$ cat config.mk
export PLATFORM = sky130hd
export DESIGN_NAME = dmem_sram_bridge_flat
export DESIGN_NICKNAME = d
export VERILOG_FILES = /design/src/rtl/dmem_sram_bridge_if.sv /design/src/rtl/dmem_sram_bridge.sv /design/src/flat_wrapper.sv
export SDC_FILE = /design/constraint.sdc
export NUM_CORES = 1
export LEC_CHECK = 0
export CAP_MARGIN = 10
export CELL_PAD_IN_SITES_DETAIL_PLACEMENT = 1
export CELL_PAD_IN_SITES_GLOBAL_PLACEMENT = 1
export CORE_UTILIZATION = 28
export DETAILED_ROUTE_END_ITERATION = 8
export PLACE_DENSITY = 0.88
export SYNTH_ARGS = -nofsm -noshare
export SYNTH_HDL_FRONTEND = slang
export SYNTH_SLANG_ARGS = --single-unit
$ cat constraint.sdc
create_clock -name clk -period 3.7 [get_ports clk]
set_input_delay 0.555 -clock clk [delete_from_list [all_inputs] [get_ports clk]]
set_output_delay 0.555 -clock clk [all_outputs]
set_load 0.02 [all_outputs]
$ cat src/rtl/dmem_sram_bridge_if.sv
// Core-side load/store handshake and SRAM port bundle for dmem_sram_bridge.
// The bridge uses the slave modport; the core/SRAM environment uses master.
interface dmem_sram_bridge_if #(
  parameter int IDX_W = 14,
  parameter int AW    = 64
);
  logic             req_valid;
  logic             req_ready;
  logic             req_we;
  logic [1:0]       req_size;
  logic             req_unsigned;
  logic [AW-1:0]    req_addr;
  logic [63:0]      req_wdata;
  logic             resp_valid;
  logic             resp_ready;
  logic [63:0]      resp_rdata;
  logic             resp_err;
  logic             ram_en;
  logic [7:0]       ram_we;
  logic [IDX_W-1:0] ram_addr;
  logic [63:0]      ram_wdata;
  logic [63:0]      ram_rdata;

  modport slave (
    input  req_valid, req_we, req_size, req_unsigned, req_addr, req_wdata,
    input  resp_ready, ram_rdata,
    output req_ready, resp_valid, resp_rdata, resp_err,
    output ram_en, ram_we, ram_addr, ram_wdata
  );

  modport master (
    output req_valid, req_we, req_size, req_unsigned, req_addr, req_wdata,
    output resp_ready, ram_rdata,
    input  req_ready, resp_valid, resp_rdata, resp_err,
    input  ram_en, ram_we, ram_addr, ram_wdata
  );
endinterface

$ cat src/rtl/dmem_sram_bridge.sv
// Load/store bridge from the memory stage to a 64-bit byte-strobed SRAM with a
// one-cycle registered read; formats loads and buffers a stalled response.
module dmem_sram_bridge #(
  parameter int IDX_W = 14,
  parameter int AW    = 64
) (
  input  logic              clk,
  input  logic              rst,
  dmem_sram_bridge_if.slave bus
);

  typedef enum logic [1:0] {IDLE, RESP, HOLD} state_t;

  state_t      state, state_nxt;
  logic [2:0]  off;
  logic        mis;
  logic [7:0]  strobe;
  logic        req_ready_c;
  logic        accept;
  logic        drive;
  logic        hold_load;

  logic [2:0]  cap_off;
  logic [1:0]  cap_size;
  logic        cap_unsigned;
  logic        cap_we;
  logic        cap_mis;
  logic [63:0] hold_rdata;
  logic        hold_err;

  logic [63:0] lane;
  logic [63:0] fmt_rdata;
  logic [63:0] resp_data_live;
  logic        unused_addr_bits;

  assign unused_addr_bits = ^bus.req_addr[AW-1:IDX_W+3];

  assign off = bus.req_addr[2:0];

  always_comb begin
    mis    = 1'b0;
    strobe = 8'h00;
    case (bus.req_size)
      2'd0: begin
        mis    = 1'b0;
        strobe = 8'h01 << off;
      end
      2'd1: begin
        mis    = off[0];
        strobe = 8'h03 << off;
      end
      2'd2: begin
        mis    = |off[1:0];
        strobe = 8'h0F << off;
      end
      default: begin
        mis    = |off;
        strobe = 8'hFF;
      end
    endcase
  end

  // Ready depends only on state and resp_ready, keeping accept free of loops.
  assign req_ready_c = (state == IDLE) || ((state == RESP) && bus.resp_ready);
  assign accept      = bus.req_valid && req_ready_c;
  assign drive       = accept && !mis && !rst;

  assign bus.req_ready = req_ready_c;
  assign bus.ram_en    = drive;
  assign bus.ram_we    = (drive && bus.req_we) ? strobe : 8'h00;
  assign bus.ram_addr  = drive ? bus.req_addr[IDX_W+2:3] : '0;
  assign bus.ram_wdata = drive ? (bus.req_wdata << {off, 3'b000}) : 64'h0;

  always_comb begin
    lane      = bus.ram_rdata >> {cap_off, 3'b000};
    fmt_rdata = lane;
    case (cap_size)
      2'd0:    fmt_rdata = {{56{~cap_unsigned & lane[7]}},  lane[7:0]};
      2'd1:    fmt_rdata = {{48{~cap_unsigned & lane[15]}}, lane[15:0]};
      2'd2:    fmt_rdata = {{32{~cap_unsigned & lane[31]}}, lane[31:0]};
      default: fmt_rdata = lane;
    endcase
  end

  assign resp_data_live = (cap_we || cap_mis) ? 64'h0 : fmt_rdata;

  always_ff @(posedge clk or posedge rst) begin
    if (rst) begin
      state <= IDLE;
    end else begin
      state <= state_nxt;
    end
  end

  always_comb begin
    state_nxt      = state;
    hold_load      = 1'b0;
    bus.resp_valid = 1'b0;
    bus.resp_rdata = 64'h0;
    bus.resp_err   = 1'b0;
    case (state)
      IDLE: begin
        if (accept) state_nxt = RESP;
      end
      RESP: begin
        bus.resp_valid = 1'b1;
        bus.resp_rdata = resp_data_live;
        bus.resp_err   = cap_mis;
        if (bus.resp_ready) begin
          state_nxt = accept ? RESP : IDLE;
        end else begin
          state_nxt = HOLD;
          hold_load = 1'b1;
        end
      end
      HOLD: begin
        bus.resp_valid = 1'b1;
        bus.resp_rdata = hold_rdata;
        bus.resp_err   = hold_err;
        if (bus.resp_ready) state_nxt = IDLE;
      end
      default: state_nxt = IDLE;
    endcase
  end

  always_ff @(posedge clk or posedge rst) begin
    if (rst) begin
      cap_off      <= 3'd0;
      cap_size     <= 2'd0;
      cap_unsigned <= 1'b0;
      cap_we       <= 1'b0;
      cap_mis      <= 1'b0;
    end else if (accept) begin
      cap_off      <= off;
      cap_size     <= bus.req_size;
      cap_unsigned <= bus.req_unsigned;
      cap_we       <= bus.req_we;
      cap_mis      <= mis;
    end
  end

  // SRAM read data lasts one cycle, so a stalled response is frozen here.
  always_ff @(posedge clk or posedge rst) begin
    if (rst) begin
      hold_rdata <= 64'h0;
      hold_err   <= 1'b0;
    end else if (hold_load) begin
      hold_rdata <= resp_data_live;
      hold_err   <= cap_mis;
    end
  end

endmodule

$ cat src/flat_wrapper.sv
// flat-port wrapper written by rule: the top's interface ports become plain ports
module dmem_sram_bridge_flat 
#(
  parameter int IDX_W = 14,
  parameter int AW    = 64
)
  (clk, rst, bus_req_valid, bus_req_we, bus_req_size, bus_req_unsigned, bus_req_addr, bus_req_wdata, bus_resp_ready, bus_ram_rdata, bus_req_ready, bus_resp_valid, bus_resp_rdata, bus_resp_err, bus_ram_en, bus_ram_we, bus_ram_addr, bus_ram_wdata);
  dmem_sram_bridge_if #(.IDX_W(IDX_W), .AW(AW)) bus_i ();
  input  logic clk;
  input  logic rst;
  input wire logic [$bits(bus_i.req_valid)-1:0] bus_req_valid;
  input wire logic [$bits(bus_i.req_we)-1:0] bus_req_we;
  input wire logic [$bits(bus_i.req_size)-1:0] bus_req_size;
  input wire logic [$bits(bus_i.req_unsigned)-1:0] bus_req_unsigned;
  input wire logic [$bits(bus_i.req_addr)-1:0] bus_req_addr;
  input wire logic [$bits(bus_i.req_wdata)-1:0] bus_req_wdata;
  input wire logic [$bits(bus_i.resp_ready)-1:0] bus_resp_ready;
  input wire logic [$bits(bus_i.ram_rdata)-1:0] bus_ram_rdata;
  output wire logic [$bits(bus_i.req_ready)-1:0] bus_req_ready;
  output wire logic [$bits(bus_i.resp_valid)-1:0] bus_resp_valid;
  output wire logic [$bits(bus_i.resp_rdata)-1:0] bus_resp_rdata;
  output wire logic [$bits(bus_i.resp_err)-1:0] bus_resp_err;
  output wire logic [$bits(bus_i.ram_en)-1:0] bus_ram_en;
  output wire logic [$bits(bus_i.ram_we)-1:0] bus_ram_we;
  output wire logic [$bits(bus_i.ram_addr)-1:0] bus_ram_addr;
  output wire logic [$bits(bus_i.ram_wdata)-1:0] bus_ram_wdata;
  assign bus_i.req_valid = bus_req_valid;
  assign bus_i.req_we = bus_req_we;
  assign bus_i.req_size = bus_req_size;
  assign bus_i.req_unsigned = bus_req_unsigned;
  assign bus_i.req_addr = bus_req_addr;
  assign bus_i.req_wdata = bus_req_wdata;
  assign bus_i.resp_ready = bus_resp_ready;
  assign bus_i.ram_rdata = bus_ram_rdata;
  assign bus_req_ready = bus_i.req_ready;
  assign bus_resp_valid = bus_i.resp_valid;
  assign bus_resp_rdata = bus_i.resp_rdata;
  assign bus_resp_err = bus_i.resp_err;
  assign bus_ram_en = bus_i.ram_en;
  assign bus_ram_we = bus_i.ram_we;
  assign bus_ram_addr = bus_i.ram_addr;
  assign bus_ram_wdata = bus_i.ram_wdata;
  dmem_sram_bridge #(.IDX_W(IDX_W), .AW(AW)) u_core (.clk(clk), .rst(rst), .bus(bus_i));
endmodule
==> flow_metrics.env <==
export IMPL_syn2layout_area_growth_pct=51.6
export IMPL_worst_hold_slack_ps=483
export IMPL_period_share_pct=98.6
export IMPL_status="complete, no violations"
export IMPL_instances_no_fill=1693
export IMPL_wl_mm=38.2
export IMPL_placed_cell_area_um2=12000
export IMPL_syn_area_per_cell_um2=8.17
export IMPL_vias=9521
export IMPL_nNetsFinal=1505
export IMPL_synth_flop_cell="dfrtp_1"
export IMPL_synth_cell_types=54
export IMPL_hpwlAfterDp_mm=28.9
export IMPL_worstPathRequired_ps=3140
export IMPL_clkTransAtPathRegs_ps=70
export IMPL_cts_tree="yes"
export IMPL_crit_type="input port to output pin"
export IMPL_yosysWarnings=0
export IMPL_relSlewSlack_pct=31.2
export IMPL_cts_max_path_buffers=2
export IMPL_finalHoldViolCount=0
export IMPL_met1_usage_pct=27.8
export IMPL_hp_class="flip-flop to flip-flop"
export IMPL_grtUsageMet3_pct=4.98
export IMPL_synth_fp_nets=1218
export IMPL_cts_made_buffers=9
export IMPL_final_min_clock_period_ps=3650
export IMPL_tns_ps=0
export IMPL_initial_core_util_pct=28.6
export IMPL_std_cell_rows=62
export IMPL_dieArea_um2=30200
export IMPL_globalRouteTotalUtil_pct=24.5
export IMPL_seqCellArea_um2=1880
export IMPL_die_y_um=174
export IMPL_use_met2_pct=44.2
export IMPL_synth_edf_count=0
export IMPL_drv_slew=0
export IMPL_fmax_ghz=0.274
export IMPL_cts_sinks=75
export IMPL_synth_top_cell_area_share_pct=22.7
export IMPL_drive_gt1_share_pct=18.7
export IMPL_crit_path_max_fanout=16
export IMPL_clk_latency_ps=360
export IMPL_synthCells=1012
export IMPL_synth_commonest_cells="nand2_1 (215), mux2i_1 (84), o21ai_0 (84)"
export IMPL_setup_viol=0
export IMPL_grt_pass1_vias=9862
export IMPL_cellPowerDensity_nw_per_um2=624
export IMPL_grt_pass1_wl_mm=57.6
export IMPL_synth_seq_area_share_pct=22.7
export IMPL_core_area_um2=28900
export IMPL_p_total_mw=7.82
export IMPL_yosysTopAreaCell="dfrtp_1"
export IMPL_grt_max_degree=76
export IMPL_cp_end_kind="output pin"
export IMPL_dr_pass1_iters=5
export IMPL_rsz0062_at_grt="true"
export IMPL_portBuffers=306
export IMPL_ys_async_sr_fraction_pct=100
export IMPL_yosysMostFrequentCell="nand2_1"
export IMPL_avgRoutedWirePerCell_um=22.5
export IMPL_die_x_um=174
export IMPL_max_vdd_ir_drop_mv=0.373
export IMPL_drt_iter0_drc=898
export IMPL_grt_ovfl_total=0
export IMPL_syn_cell_area_um2=8270
export IMPL_busiest_layer="met2"
export IMPL_synth_area_top_cells="dfrtp_1 (23%), mux4_2 (13%), mux2i_1 (10%), nand2_1 (9.8%), o21ai_0 (5.1%)"
export IMPL_ys_ff_latch=75
export IMPL_ant_nets=0
export IMPL_cts_root_buf="clkbuf_16"
export IMPL_place_congestion=0.919
export IMPL_ios=354
export IMPL_worstPathArrival_ps=3090
export IMPL_clock_skew_ps=10.3
export IMPL_fin_area_um2=12500
export IMPL_worst_setup_path_start_kind="input port"
export IMPL_multiInputGateArea_um2=5900
export IMPL_tightest_slew_ps=1030
export IMPL_p_leak_nw=6.22
export IMPL_fill_cells=3389
export IMPL_dp_cells=1668
export IMPL_viasPerCell=5.62
export IMPL_htreeDepth=3
export IMPL_grt_antenna_before_repair=7
export IMPL_maxCapViolations=0
export IMPL_drc=0
==> cells by family (layout without fill, tap and decap cells) <==
| family | after synthesis | after routing | share of synthesized area, % |
|---|---|---|---|
| other | 0 | 5 | 0 |
| DFF | 75 | 75 | 22.7 |
| and+or+nand+nor | 402 | 402 | 21.6 |
| AOI/OAI and AO/OA | 261 | 261 | 22.6 |
| adders and majority gates | 6 | 6 | 0.908 |
| muxes | 155 | 155 | 26.1 |
| buffers and inverters | 113 | 405 | 6.18 |
==> report_power, final <==
| part | leakage [nW] | switching (mW) | internal [mW] |
|---|---|---|---|
| sequential | 0.996 | 0.229 | 1.10 |
| clock | 0.139 | 0.413 | 0.466 |
| combinational | 5.09 | 3.26 | 2.35 |
| total | 6.22 | 3.90 | 3.92 |
==> routing by layer <==
metal | wire length [um] | vias to the layer above
li1 | - | 4234
met3 | 3180 | 87
met4 | 1400 | 4
met5 | 26 | -
met1 | 14000 | 4669
met2 | 19500 | 527
==> worst max-delay path, stage by stage <==
cell and delay, ps:
clkdlybuf4s50_1 590, nand3b_1 230, a311oi_4 450, buf_6 250, a211oi_1 90, o21ai_1 180, buf_4 150, clkdlybuf4s50_1 590
==> sequential cells by signal (all words and copies together), names as in the netlist <==
signal	cells
u_core.cap_mis	1
u_core.cap_off	3
u_core.cap_size	2
u_core.cap_unsigned	1
u_core.cap_we	1
u_core.hold_err	1
u_core.hold_rdata	64
u_core.state	2
==> stage by stage <==
| stage | setup slack, ps | utilization [%] |
|---|---|---|
| floorplan | 367 | - |
| global placement | -119 | 41.6 |
| detailed placement | -148 | 41.6 |
| CTS | 2.20 | 42.6 |
| global route | -15.7 | 43.4 |
| finish | 52.8 | 43.4 |
==> what timing repair did <==
action                                  in CTS  in global routing
gates resized for setup                     15                 73
hold buffers                                 0                  0
setup buffers                                3                  0
endpoints found under the setup margin      22                 83
==> cells in the final DEF (no fill, tap or decap), drive strengths merged, types with 7 or more instances in the layout <==
master and n:
o22ai 12, a22o 9, mux2i 84, and2 25
dlygate4sd2 11, clkdlybuf4s50 216, a21oi 19, dfrtp 75
mux4 46, a22oi 9, o31ai 25, o21ai 132
a31o 7, nor2 80, nor3 12, nand2b 22
mux2 25, nor2b 7, inv 13, buf 81
clkbuf 9, a211oi 16, a31oi 8, dlymetal6s2s 70
and3 31, nand2 215, o221ai 14
==> area by class of cell <==
class                           instances  share of cell area (%)
Multi-Input combinational cell        824                    47.0
Timing Repair Buffer                  378                    31.4
Sequential cell                        75                    15.0
Tap cell                              384                    3.83
Clock buffer                            9                    1.80
Clock inverter                          7                   0.469
Inverter                               11                   0.359
Antenna cell                            5                  0.0998
==> final timing paths <==
check	start	endpoint	slack (ps)	depth (start not counted)
max	bus_ram_rdata[55]	bus_resp_rdata[18]	50	8
min	u_core.hold_rdata[3]	u_core.hold_rdata[3]	480	2
max reg2reg	u_core.cap_off[0]	u_core.hold_rdata[47]	1210	7
min reg2reg	u_core.hold_rdata[3]	u_core.hold_rdata[3]	480	2
max in group asynchronous	rst	u_core.cap_off[1]	2020	3
min in group asynchronous	rst	u_core.cap_mis	980	3
(Power assumes the default switching activity.)
